--- config.mk ---
export PLATFORM = sky130hd
export DESIGN_NAME = ram512_copy_dma
export DESIGN_NICKNAME = d
export VERILOG_FILES = /design/src/rtl/ram512_copy_dma.sv
export SDC_FILE = /design/constraint.sdc
export NUM_CORES = 1
export LEC_CHECK = 0
export CORE_MARGIN = 1.5
export CORE_UTILIZATION = 49
export DETAILED_ROUTE_END_ITERATION = 16
export PLACE_DENSITY = 0.77
export SLEW_MARGIN = 40
export SYNTH_ARGS = -nofsm -noshare
export SYNTH_HDL_FRONTEND = slang
export SYNTH_SLANG_ARGS = --single-unit
--- constraint.sdc ---
create_clock -name clk -period 2.1 [get_ports clk]
set_input_delay 0.525 -clock clk [delete_from_list [all_inputs] [get_ports clk]]
set_output_delay 0.525 -clock clk [all_outputs]
set_load 0.005 [all_outputs]
--- src/rtl/ram512_copy_dma.sv ---
// ram512_copy_dma: block-copy initiator for a 512x16 RAM, 1 word/clock via a read->write pipeline.
// Optional RAM_COPY_CHECKSUM_EN adds a running checksum of all written words.
module ram512_copy_dma #(
    parameter int ADDR_W = 9,
    parameter int DATA_W = 16
) (
    input  logic              clk,
    input  logic              reset,
    input  logic              start,
    input  logic [ADDR_W-1:0] src_addr,
    input  logic [ADDR_W-1:0] dst_addr,
    input  logic [ADDR_W:0]   len,
    output logic              busy,
    output logic              done,
    output logic [ADDR_W-1:0] mem_rd_addr,
    input  logic [DATA_W-1:0] mem_d_out,
    output logic              mem_wr,
    output logic [ADDR_W-1:0] mem_wr_addr,
    output logic [DATA_W-1:0] mem_d_in
`ifdef RAM_COPY_CHECKSUM_EN
    ,
    output logic [DATA_W-1:0] checksum
`endif
);
    typedef enum logic [1:0] {IDLE, RUN, DRAIN, DONE} state_t;
    localparam logic [ADDR_W:0] MAX_LEN = (ADDR_W+1)'(1) << ADDR_W;
    state_t            state;
    logic [ADDR_W-1:0] rd_ptr;
    logic [ADDR_W-1:0] wr_ptr;
    logic [ADDR_W:0]   remaining;
    logic [ADDR_W:0]   len_sat;
    assign len_sat     = (len > MAX_LEN) ? MAX_LEN : len;
    // read address holds after the last read, so it doubles as the pointer
    assign mem_rd_addr = rd_ptr;
    always_ff @(posedge clk or posedge reset) begin
        if (reset) begin
            state       <= IDLE;
            rd_ptr      <= '0;
            wr_ptr      <= '0;
            remaining   <= '0;
            busy        <= 1'b0;
            done        <= 1'b0;
            mem_wr      <= 1'b0;
            mem_wr_addr <= '0;
            mem_d_in    <= '0;
`ifdef RAM_COPY_CHECKSUM_EN
            checksum    <= '0;
`endif
        end else begin
`ifdef RAM_COPY_CHECKSUM_EN
            if (mem_wr) checksum <= checksum + mem_d_in;
`endif
            case (state)
                IDLE: if (start) begin
`ifdef RAM_COPY_CHECKSUM_EN
                    checksum <= '0;
`endif
                    if (len_sat == '0) begin
                        state <= DONE;
                        done  <= 1'b1;
                    end else begin
                        state     <= RUN;
                        busy      <= 1'b1;
                        rd_ptr    <= src_addr;
                        wr_ptr    <= dst_addr;
                        remaining <= len_sat;
                    end
                end
                RUN: begin
                    mem_d_in    <= mem_d_out;
                    mem_wr      <= 1'b1;
                    mem_wr_addr <= wr_ptr;
                    wr_ptr      <= wr_ptr + ADDR_W'(1);
                    remaining   <= remaining - (ADDR_W+1)'(1);
                    if (remaining == (ADDR_W+1)'(1)) state <= DRAIN;
                    else rd_ptr <= rd_ptr + ADDR_W'(1);
                end
                DRAIN: begin
                    mem_wr <= 1'b0;
                    busy   <= 1'b0;
                    done   <= 1'b1;
                    state  <= DONE;
                end
                DONE: begin
                    done  <= 1'b0;
                    state <= IDLE;
                end
            endcase
        end
    end
endmodule

==> results_dict.tcl, run 1 <==
set metrics [dict create \
    synth-main-ff-cell "dfrtp_1" \
    power_mw 6.59 \
    max_slew_margin 0.567 \
    gp_congestion 0.884 \
    synth.distinct_cells 59 \
    crit_required_ns 2.33 \
    grt_overflow 0 \
    syn_avg_cell_area_um2 10.2 \
    wirelength_mm 8.63 \
    drtPass1Iterations 5 \
    cts_buffer_depth 2 \
    cp_num_buf_inv 3 \
    ys_ff_latch 58 \
    grt_usage 0.255 \
    netlist_area_um2 3180 \
    yosys_warnings 0 \
    max_freq_mhz 494 \
    status "completed" \
    core_um2 6310 \
    synthTopCellsByArea "dfrtp_1 46%, mux2_2 8.2%, o21ai_0 4.1%, a21oi_1 3.6%, ha_1 3.2%" \
    drv_slew 0 \
    synth_edf_count 0 \
    max_stage_delay_ns 0.56 \
    antenna_found_initial 0 \
    finalClockSkew_ns 0.00783 \
    placed_area_um2 4200 \
    fin_crit_ns 2.02 \
    cts_root_buf "clkbuf_8" \
    via_per_inst 5.95 \
    synthArstFlopShare 1.00 \
    num_vias 2964 \
    yosys.area.top_type "dfrtp_1" \
    cts_buffers 9 \
    placementRows 29 \
    routedWlPerCell_um 17.3 \
    ys_seq_area_frac 0.457 \
    synthAdderAreaFrac 0.0315 \
    fp.dieH_um 83.5 \
    start_kind "input port" \
    grt_pass1_vias 2955 \
    drc 0 \
    synth_simple_gate_area_frac 0.179 \
    netlist.area_leader.share 0.457 \
    pre_cts_ws_ns -0.456 \
    slowest_stage "or4_4" \
    path_clk_slew_ns 0.06 \
    fin_ws_ns 0.0763 \
    synthCells 311 \
    whs_ns 0.495 \
    synth_top_family_by_area "compound AO/OA/AOI/OAI gates" \
    nets 472 \
    diodes 0 \
    peakVddDrop_v 0.000869 \
    htreeDepth 3 \
    p_leak_nw 1.88 \
    post-route-period-util 0.964 \
    first_iter_violations 262 \
    post-dp-hpwl_mm 5.69 \
    synth_compound_area_frac 0.198 \
    crit_chain "clkdlybuf4s15_1 -> or4_4 -> o41ai_4 -> buf_4 -> buf_8 -> a21oi_4 -> o221a_1" \
    cp_max_fo 7 \
    drv_cap 0 \
    hold_class "in -> reg" \
    worst_pin_slew_ns 0.646 \
    grt_pass1_wl_mm 14.2 \
    cpLargestDelayFamily "compound AO/OA/AOI/OAI gates" \
    pin_count 84 \
    design_area_um2 4500 \
    start_util 0.503 \
    antenna_left 0 \
    die-area_um2 6980 \
    critical_path_class "in -> reg" \
    clk_latency_ns 0.34 \
    critical_path_arrival_ns 2.25 \
    finalSetupViolations 0 \
    cts_tree "built" \
    synth_nets 366 \
    die_w_um 83.5 \
    layout-drive-gt1-share 0.204 \
    hold_violations 0 \
    cts.sinks 58 \
    grt_max_degree 59 \
    io_buffer_count 83 \
    synth-xor-area-share 0 \
    hold_buffers 0 \
    cp-end-kind "register" \
    fin_util 0.712 \
    area_delta_synth_final_pct 41.6 \
    powerDensity_nw_per_um2 1470 \
    rsz0062_at_grt "no" \
    synth_mux_area_frac 0.0941 \
]
cell type report:
class / instances / area, um^2
well taps: 77 / 96.3
repair buffers: 108 / 1060
clock buffers: 13 / 159
flip-flops and latches: 58 / 1450
fillers: 478 / 1820
multi-input cells: 229 / 1630
inverters: 11 / 41.3
clock inverters: 2 / 60.1
stage by stage:
stage,TNS [ns],instances
CTS,0,498
floorplan,0,311
finish,0,498
global placement,-10.87,477
global route,0,498
detailed placement,-12.13,477
state kept, by name, indices dropped and copies added (netlist names):
register,count
state,2
mem_wr_addr,9
remaining,10
busy,1
mem_d_in,16
mem_rd_addr,9
wr_ptr,9
mem_wr,1
done,1
worst paths after layout:
check	from	to	slack [ns]	cells past startpoint
max	len[0]	mem_rd_addr[1]	0.08	7
min	len[3]	remaining[3]	0.49	3
max reg2reg	state[1]	mem_rd_addr[1]	0.14	8
min reg2reg	mem_d_in[8]	mem_d_in[8]	0.51	1
max in group asynchronous	reset	done	1.28	3
min in group asynchronous	reset	mem_d_in[12]	0.55	3
layer usage:
metal	wire [um]	global-route usage
met1	3590	0.334
met2	4370	0.418
met3	494	0.0455
met4	178	0.112
met5	0	0
Yosys cell counts (all sizes together), types with 2 or more instances:
cell type,n
nor3,10
buf,9
nor2b,2
o31ai,2
dfrtp,58
ha,8
a22oi,12
inv,11
o221ai,2
nor4b,4
o21a,2
o22ai,6
clkbuf,6
or4,6
nor4,2
a31oi,4
o21ai,28
nand4,7
nand3,9
nand2b,5
nand2,21
and3,6
a31o,2
nand3b,2
nor2,14
a21oi,25
nor3b,4
mux2i,4
o211ai,2
mux2,23
and2,2
cells in the final DEF, fill, tap and decap left out, types with 11 or more instances in the layout:
cell              n
dfrtp_1          58
clkbuf_8         11
a22oi_1          12
nor2_1           14
o21ai_0          23
clkdlybuf4s50_1  76
buf_4            22
nand2_1          21
mux2_2           23
a21oi_1          23
timing repair:
action / 4_1_cts / 5_1_grt
setup endpoints to repair: 22 / 19
hold endpoints to repair: 0 / 0
gates cloned: 2 / 0
pin swaps: 5 / 4
resized for setup: 12 / 8
buffers inserted: 6 / 1
worst min-delay path: cells and delay by family:
kind	cells	cell delay (ns)
compound gates	2	0.16
buf+inv	1	0.11
where the power goes:
part / leakage, nW / internal (mW) / switching [mW] / total, mW
Sequential: 0.699 / 1.64 / 0.484 / 2.13
Clock: 0.110 / 0.728 / 0.432 / 1.16
Combinational: 1.07 / 1.76 / 1.55 / 3.31
Total: 1.88 / 4.13 / 2.46 / 6.59
cell families after synthesis:
family,Yosys count
AO/OA/AOI/OAI,93
adder cells (fa/ha/maj),8
multiplexers,27
AND/OR/NAND/NOR,99
buffers and inverters,26
flip-flops,58
No activity file was read; power rests on OpenSTA's default activity.
==> inputs of run 2 (changes only) <==
--- a/config.mk
+++ b/config.mk
@@ -5,11 +5,11 @@
 export SDC_FILE = /design/constraint.sdc
 export NUM_CORES = 1
 export LEC_CHECK = 0
+export CAP_MARGIN = 10
 export CORE_MARGIN = 1.5
 export CORE_UTILIZATION = 49
 export DETAILED_ROUTE_END_ITERATION = 16
 export PLACE_DENSITY = 0.77
-export SLEW_MARGIN = 40
 export SYNTH_ARGS = -nofsm -noshare
 export SYNTH_HDL_FRONTEND = slang
 export SYNTH_SLANG_ARGS = --single-unit
==> results of run 2 <==
Final layout, timing and power as in run 1 (identical DEF).
==> inputs of run 3 (changes only) <==
--- a/config.mk
+++ b/config.mk
@@ -7,9 +7,10 @@
 export LEC_CHECK = 0
 export CAP_MARGIN = 10
 export CORE_MARGIN = 1.5
-export CORE_UTILIZATION = 49
+export CORE_UTILIZATION = 50
+export CTS_BUF_LIST = sky130_fd_sc_hd__clkbuf_4 sky130_fd_sc_hd__clkbuf_8
 export DETAILED_ROUTE_END_ITERATION = 16
-export PLACE_DENSITY = 0.77
+export PLACE_DENSITY = 0.78
 export SYNTH_ARGS = -nofsm -noshare
 export SYNTH_HDL_FRONTEND = slang
 export SYNTH_SLANG_ARGS = --single-unit
==> results_dict.tcl, run 3 (synthesis gave the netlist of run 1 again) <==
set metrics [dict create \
    status "completed" \
    antenna_left 0 \
    worst_pin_slew_ns 0.452 \
    top_regs "mem_d_in: 16 flops, remaining: 10 flops" \
    first_iter_violations 293 \
    diodes 0 \
    cts_tree "built" \
    post-route-period-util 0.965 \
    fp.dieH_um 82.7 \
    cp_max_fo 8 \
    final_cell_mix "76 x clkdlybuf4s50_1, 58 x dfrtp_1, 25 x o21ai_0, 25 x buf_4" \
    layout-drive-gt1-share 0.220 \
    pre_cts_ws_ns -0.479 \
    wirelength_mm 8.97 \
    cts.sinks 58 \
    area_delta_synth_final_pct 44.0 \
    start_kind "input port" \
    crit_required_ns 2.33 \
    cp-end-kind "register" \
    peakVddDrop_v 0.000978 \
    whs_ns 0.469 \
    seq_area_um2 1450 \
    routedWlPerCell_um 17.8 \
    cts_buffers 9 \
    clk_latency_ns 0.34 \
    fin_ws_ns 0.0744 \
    hold_violations 0 \
    largest_reg_flops 16 \
    drtPass1Iterations 5 \
    max_freq_mhz 494 \
    fin_crit_ns 2.03 \
    nets 478 \
    cts_root_buf "clkbuf_8" \
    grt_overflow 0 \
    placementRows 28 \
    grt_usage 0.274 \
    dp_cells 480 \
    multi_input_area_um2 1640 \
    htreeDepth 3 \
    grt_max_degree 29 \
    start_util 0.527 \
    critical_path_arrival_ns 2.25 \
    max_slew_margin 0.694 \
    drc 0 \
    pin_count 84 \
    die_w_um 82.7 \
    p_leak_nw 1.92 \
    grt_pass1_wl_mm 14.0 \
    drv_cap 0 \
    grt_pass1_vias 2850 \
    fin_cells 503 \
    path_clk_slew_ns 0.07 \
    core_um2 6030 \
    hold_class "in -> async" \
    io_buffer_count 83 \
    regMostFlops "mem_d_in" \
    power_mw 6.72 \
    powerDensity_nw_per_um2 1470 \
    fin_util 0.759 \
    layout_commonest_cell "clkdlybuf4s50_1" \
    antenna_found_initial 0 \
    drv_slew 0 \
    fillCellCount 442 \
    finalSetupViolations 0 \
    gp_congestion 0.876 \
    critical_path_class "in -> reg" \
    num_vias 3017 \
    post-dp-hpwl_mm 6.18 \
    via_per_inst 6.00 \
    die-area_um2 6840 \
    finalClockSkew_ns 0.00917 \
    cts_buffer_depth 2 \
]
[run 3: worst paths after layout]
kind	slack, ns	start	cells after the start	to
worst max-delay path	0.07	len[8]	7	mem_rd_addr[1]
worst min register to register	0.51	mem_d_in[14]	1	mem_d_in[14]
worst max register to register	0.07	state[0]	8	mem_rd_addr[5]
min in group clk	0.50	len[2]	3	remaining[2]
max in group asynchronous	1.16	reset	3	busy
worst min-delay path	0.47	reset	2	mem_d_in[14]
[run 3: power by group]
group          switching (mW)  leakage (nW)  total, mW  internal, mW
Sequential              0.483         0.699       2.13          1.64
Clock                   0.468         0.113       1.18         0.710
Combinational            1.59          1.11       3.42          1.83
[run 3: routing by layer]
layer	up-vias	GRT usage	wire length [um]
met2	141	0.429	4290
met1	1461	0.372	3870
li1	1392	-	-
met5	-	0	0
met4	0	0.123	209
met3	23	0.0451	592
[run 3: critical path, cell delays in order]
cell	delay (ns)
clkdlybuf4s50_1	0.42
or2_4	0.29
o41ai_4	0.36
buf_6	0.19
buf_8	0.14
a21oi_4	0.06
o221a_1	0.27
[run 3: timing repair]
item | 4_1_cts | 5_1_grt
setup endpoints to repair | 28 | 27
hold buffers | 0 | 0
gates cloned | 2 | 1
pin swaps | 3 | 3
buffers inserted | 2 | 2
resized for setup | 8 | 9
[run 3: final cells by class]
cell class                 instances  share of cell area
timing repair buffer             114               0.247
clock inverter                     5              0.0170
inverter                          11             0.00903
sequential                        58               0.317
multi-input combinational        229               0.358
tap                               75              0.0205
clock buffer                      11              0.0317
[run 3: through the flow]
step	cell area (um^2)	TNS, ns
after global placement	4240	-11.46
after floorplan	3180	0
after detailed placement	4240	-12.53
after CTS	4500	0
final	4570	0
after global routing	4570	-0.00381
